<file path="config.mk">
export PLATFORM = sky130hd
export DESIGN_NAME = axi_switch_master
export DESIGN_NICKNAME = d
export VERILOG_FILES = /design/src/rtl/axi_switch_master.sv
export SDC_FILE = /design/constraint.sdc
export NUM_CORES = 1
export LEC_CHECK = 0
export CORE_MARGIN = 2
export CORE_UTILIZATION = 35
export CTS_CLUSTER_SIZE = 16
export DETAILED_ROUTE_END_ITERATION = 7
export HOLD_SLACK_MARGIN = 0.03
export PLACE_DENSITY_LB_ADDON = 0.25
export SYNTH_ARGS = -nofsm -noshare
export SYNTH_HDL_FRONTEND = slang
export SYNTH_SLANG_ARGS = --single-unit
</file>
<file path="constraint.sdc">
create_clock -name clk -period 4 [get_ports clk]
set_clock_uncertainty 0.2 [all_clocks]
set_input_delay 0.8 -clock clk [delete_from_list [all_inputs] [get_ports clk]]
set_output_delay 0.8 -clock clk [all_outputs]
set_load 0.01 [all_outputs]
</file>
<file path="src/rtl/axi_switch_master.sv">
// axi_switch_master: button-driven AXI-lite-style master, one transaction at a time.
// Define SWM_TIMEOUT_EN to abort handshakes stalled for TIMEOUT_CYCLES cycles.
module axi_switch_master #(
    parameter int TIMEOUT_CYCLES = 255
) (
    input  logic       clk,
    input  logic       reset,
    input  logic       btn_rd,
    input  logic       btn_wr,
    input  logic [3:0] sw_addr,
    input  logic [3:0] sw_data,
    output logic [3:0] SWM_arADDR,
    output logic [3:0] SWM_wdata,
    output logic       ms_arvalid,
    input  logic       sm_arready,
    output logic       ms_rready,
    input  logic       sm_rvalid,
    output logic       ms_awvalid,
    input  logic       sm_awready,
    output logic       ms_wvalid,
    input  logic       sm_wready,
    output logic       busy,
    output logic       done,
    output logic       err,
    output logic       last_op
);

    typedef enum logic [2:0] {
        S_IDLE,
        S_ISSUE,
        S_AR,
        S_R,
        S_AWW,
        S_DONE
    } state_t;

    if (TIMEOUT_CYCLES < 1 || TIMEOUT_CYCLES > 65535) begin : g_bad_timeout
        $error("TIMEOUT_CYCLES out of range 1..65535");
    end

    state_t     r_state;
    logic [3:0] r_addr;
    logic [3:0] r_wdata;
    logic       r_arvalid;
    logic       r_rready;
    logic       r_awvalid;
    logic       r_wvalid;
    logic       r_busy;
    logic       r_done;
    logic       r_err;
    logic       r_last_op;

    // [0],[1] synchronise, [2] holds the previous synchronised level
    logic [2:0] r_rd_sync;
    logic [2:0] r_wr_sync;
    // Masks edges until the sync chain holds real post-reset samples,
    // so a button held through reset release is not seen as a press.
    logic [2:0] r_live;

    logic w_rd_edge;
    logic w_wr_edge;
    logic w_ar_hs;
    logic w_r_hs;
    logic w_aw_hs;
    logic w_w_hs;
    logic w_aww_fin;
    logic w_expire;

    assign w_rd_edge = r_live[2] & r_rd_sync[1] & ~r_rd_sync[2];
    assign w_wr_edge = r_live[2] & r_wr_sync[1] & ~r_wr_sync[2];

    assign w_ar_hs   = r_arvalid & sm_arready;
    assign w_r_hs    = r_rready & sm_rvalid;
    assign w_aw_hs   = r_awvalid & sm_awready;
    assign w_w_hs    = r_wvalid & sm_wready;
    assign w_aww_fin = (~r_awvalid | w_aw_hs) & (~r_wvalid | w_w_hs);

    always_ff @(posedge clk) begin
        if (!reset) begin
            r_rd_sync <= '0;
            r_wr_sync <= '0;
            r_live    <= '0;
        end else begin
            r_rd_sync <= {r_rd_sync[1:0], btn_rd};
            r_wr_sync <= {r_wr_sync[1:0], btn_wr};
            r_live    <= {r_live[1:0], 1'b1};
        end
    end

`ifdef SWM_TIMEOUT_EN
    localparam int CW = $clog2(TIMEOUT_CYCLES + 1);

    logic [CW-1:0] r_cnt;
    logic          w_wait;
    logic          w_exit;

    assign w_wait = (r_state == S_AR) || (r_state == S_R) ||
                    (r_state == S_AWW);
    assign w_exit = ((r_state == S_AR) && w_ar_hs) ||
                    ((r_state == S_R) && w_r_hs) ||
                    ((r_state == S_AWW) && w_aww_fin);
    assign w_expire = w_wait && !w_exit &&
                      (r_cnt == CW'(TIMEOUT_CYCLES - 1));

    always_ff @(posedge clk) begin
        if (!reset || !w_wait || w_exit || w_expire) begin
            r_cnt <= '0;
        end else begin
            r_cnt <= r_cnt + CW'(1);
        end
    end
`else
    assign w_expire = 1'b0;
`endif

    always_ff @(posedge clk) begin
        if (!reset) begin
            r_state   <= S_IDLE;
            r_addr    <= '0;
            r_wdata   <= '0;
            r_arvalid <= 1'b0;
            r_rready  <= 1'b0;
            r_awvalid <= 1'b0;
            r_wvalid  <= 1'b0;
            r_busy    <= 1'b0;
            r_done    <= 1'b0;
            r_err     <= 1'b0;
            r_last_op <= 1'b0;
        end else begin
            r_done <= 1'b0;
            unique case (r_state)
                S_IDLE: begin
                    // read wins a same-cycle tie
                    if (w_rd_edge) begin
                        r_addr    <= sw_addr;
                        r_last_op <= 1'b0;
                        r_err     <= 1'b0;
                        r_busy    <= 1'b1;
                        r_state   <= S_ISSUE;
                    end else if (w_wr_edge) begin
                        r_addr    <= sw_addr;
                        r_wdata   <= sw_data;
                        r_last_op <= 1'b1;
                        r_err     <= 1'b0;
                        r_busy    <= 1'b1;
                        r_state   <= S_ISSUE;
                    end
                end
                S_ISSUE: begin
                    if (r_last_op) begin
                        r_awvalid <= 1'b1;
                        r_wvalid  <= 1'b1;
                        r_state   <= S_AWW;
                    end else begin
                        r_arvalid <= 1'b1;
                        r_state   <= S_AR;
                    end
                end
                S_AR: begin
                    if (w_ar_hs) begin
                        r_arvalid <= 1'b0;
                        r_rready  <= 1'b1;
                        r_state   <= S_R;
                    end else if (w_expire) begin
                        r_arvalid <= 1'b0;
                        r_err     <= 1'b1;
                        r_done    <= 1'b1;
                        r_busy    <= 1'b0;
                        r_state   <= S_DONE;
                    end
                end
                S_R: begin
                    if (w_r_hs || w_expire) begin
                        r_rready <= 1'b0;
                        r_err    <= w_expire;
                        r_done   <= 1'b1;
                        r_busy   <= 1'b0;
                        r_state  <= S_DONE;
                    end
                end
                S_AWW: begin
                    if (w_aww_fin || w_expire) begin
                        r_awvalid <= 1'b0;
                        r_wvalid  <= 1'b0;
                        r_err     <= w_expire & ~w_aww_fin;
                        r_done    <= 1'b1;
                        r_busy    <= 1'b0;
                        r_state   <= S_DONE;
                    end else begin
                        if (w_aw_hs) r_awvalid <= 1'b0;
                        if (w_w_hs)  r_wvalid  <= 1'b0;
                    end
                end
                S_DONE: begin
                    r_state <= S_IDLE;
                end
                default: begin
                    r_state <= S_IDLE;
                end
            endcase
        end
    end

    assign SWM_arADDR = r_addr;
    assign SWM_wdata  = r_wdata;
    assign ms_arvalid = r_arvalid;
    assign ms_rready  = r_rready;
    assign ms_awvalid = r_awvalid;
    assign ms_wvalid  = r_wvalid;
    assign busy       = r_busy;
    assign done       = r_done;
    assign err        = r_err;
    assign last_op    = r_last_op;

endmodule

</file>
==> results.cfg <==
[run_status]
outcome = finished clean

[drt]
postRouteAntennaNets = 0
drt_first_pass_iters = 2
wire_per_inst_um = 11.5
wl_um = 1950
drc_errors = 0
wl_met1_um = 874
via_per_inst = 4.86
met2_length_um = 965
dr_total_vias = 822
top_layer_used = met4
dr.first_iter.drc_count = 50
wl_met3_um = 93

[clock_network]
post_cts_resize_count = 0
cts_setup_buffers = 0
clockBufferDepth = 2
cts_tree = yes
clk_latency_ps = 320
path_clk_slew_ps = 140
postCtsHoldBufs = 0
cts_made_buffers = 3
htreeDepth = 1
cts_root_buffer = clkbuf_4
clock-sinks = 27

[floorplanning]
die-area_um2 = 3530
die_w_um = 59.4
start_util_pct = 36.1
core-area_um2 = 2980
rows = 20
die_h_um = 59.4
boundaryPins = 32

[setup_path]
start_kind = flip-flop
slowest_stage = clkdlybuf4s50_1
max_stage_delay_ps = 570
r2r_start = r_state[1]
worstPathCellList = clkdlybuf4s50_1
reg2reg_depth = 4
cp.required_ps = 3000
r2r_slack_ps = 2280
crit_family = buffers and inverters
cp-end-kind = output pin
reg2reg_to = done
crit_type = flip-flop to output pin
crit_arrival_ps = 1330
worstPathMaxFanout = 6
cp.buffers_inverters = 1

[synth]
yosys_warnings = 0
syn_nets = 123
synth_edf_count = 0
ys_seq_area_share_pct = 50.2
yosysUniqueCellTypes = 31
postSynthAreaPerCell_um2 = 10.1
ys_ff_latch = 27
synth_async_sr_flop_share_pct = 0
ys.flop_type = dfxtp_1
syn-cell-area_um2 = 1080
netlist_instances = 107

[timing]
finalSetupViolCount = 0
finalHoldViolCount = 0
fin_ws_ps = 1670
tns_ps = 0
min_period_over_period_pct = 58.3
relSlewSlack_pct = 51.5
rsz0062_at_grt = no
slew_viol_final = 0
fmax_ghz = 0.429
fin_crit_ps = 2330
tightest_slew_ps = 725

[pwr]
p_clk_share_pct = 26.5
vdd_drop_max_v = 0.000235
switching_power_mw = 0.0938
swShare_pct = 21.8
leakage_nw = 0.550
power.internal_mw = 0.337
seqPwrFrac_pct = 64.8
cellPowerDensity_nw_per_um2 = 305
combinationalPowerShare_pct = 8.7

[finish]
fill_cells = 296
final_cell_mix = 30 x clkdlybuf4s50_1, 27 x dfxtp_1, 12 x nor2b_1, 9 x and2_1, 8 x mux2i_1
antenna_cells = 0
drive_gt1_share_pct = 7.35
final_nets = 153
syn_to_final_growth_pct = 31.2
final_common_cell = clkdlybuf4s50_1

[global_route]
antenna_found_initial = 0
grt_max_degree = 28
grt_pass1_wl_um = 3350
grt.overflow.total = 0
track_usage_pct = 12.7
first_global_vias = 788

[place]
dpl.hpwl_um = 1400
io_buffers = 30
dp_slack_ps = 1530
gp_congestion = 0.694

[worst_hold_path]
hold_class = flip-flop to flip-flop
hp-start = r_live[0]
whs_path_depth = 1
hold-path-endpoint = r_live[1]

[flow_run]
maxCapViolCount = 0
[synth_stat cells (3+ instances only)]
| library cell | n | area share (%) |
|---|---|---|
| nor2b_1 | 12 | 7.0 |
| a21oi_1 | 4 | 1.9 |
| inv_1 | 3 | 1.0 |
| mux2i_1 | 8 | 7.4 |
| nand2_1 | 7 | 2.4 |
| dfxtp_1 | 27 | 50 |
| and2_1 | 9 | 5.2 |
| nor2_1 | 4 | 1.4 |
| o21ai_0 | 5 | 2.3 |
[cell type report]
class	instances	area [µm²]	share of cell area [%]
clock buffer	3	22.5	1.60
clock inverter	1	5.00	0.355
inverter	3	11.3	0.798
multi-input combinational	72	490	34.8
sequential	27	541	38.3
tap	33	41.3	2.93
timing repair buffer	30	300	21.3
[power groups by stage]
stage                     Combinational (mW)  Sequential, mW  Clock [mW]
final                                 0.0373           0.279       0.114
after global routing                  0.0409           0.280       0.133
after detailed placement              0.0375           0.285           0
after global placement                0.0366           0.285           0
after floorplan                       0.0186           0.284           0
after CTS                             0.0378           0.279       0.122
[worst max path at each step]
stage | startpoint | to | slack [ps] | cells past startpoint
after floorplan | sm_awready | r_state[0] | 2390 | 3
after global placement | reset | ms_rready | 1580 | 3
after detailed placement | reset | ms_rready | 1530 | 3
after CTS | last_op | last_op | 1640 | 1
after global routing | last_op | last_op | 1560 | 1
final | last_op | last_op | 1670 | 1
[worst reg2reg max path: stages (launching register included)]
cell and delay, ps:
dfxtp_1 550, nor2b_1 410, nand4_1 140, o21ai_0 190, and2_1 180
[cell families after synthesis]
logic type	Yosys count	synth area share, %
other cells	1	0.349
mux	8	7.44
compound gates	19	11.4
buf+inv	8	4.19
simple gates	44	26.4
flops	27	50.2
[metrics by stage]
stage	power (mW)	std cells	instance area (µm²)	utilization, %	hold slack, ps
final	0.430	169	1410	47.4	253
after global routing	0.454	169	1410	47.4	290
after CTS	0.440	169	1410	47.4	256
after detailed placement	0.323	165	1380	46.5	222
after global placement	0.321	165	1380	46.5	215
after floorplan	0.302	107	1080	-	212
[metal layers]
layer | global-route usage [%] | vias up
li1 | - | 421
met1 | 14.5 | 378
met2 | 21.5 | 21
met3 | 5.02 | 2
met4 | 3.90 | 0
met5 | 0 | -
[flip-flops by register name, summed over array words and instances (netlist names), 3 cells and up]
signal      flops
r_state         3
r_rd_sync       3
SWM_wdata       4
SWM_arADDR      4
r_live          3
r_wr_sync       3
No activity file was read; power rests on OpenSTA's default activity.
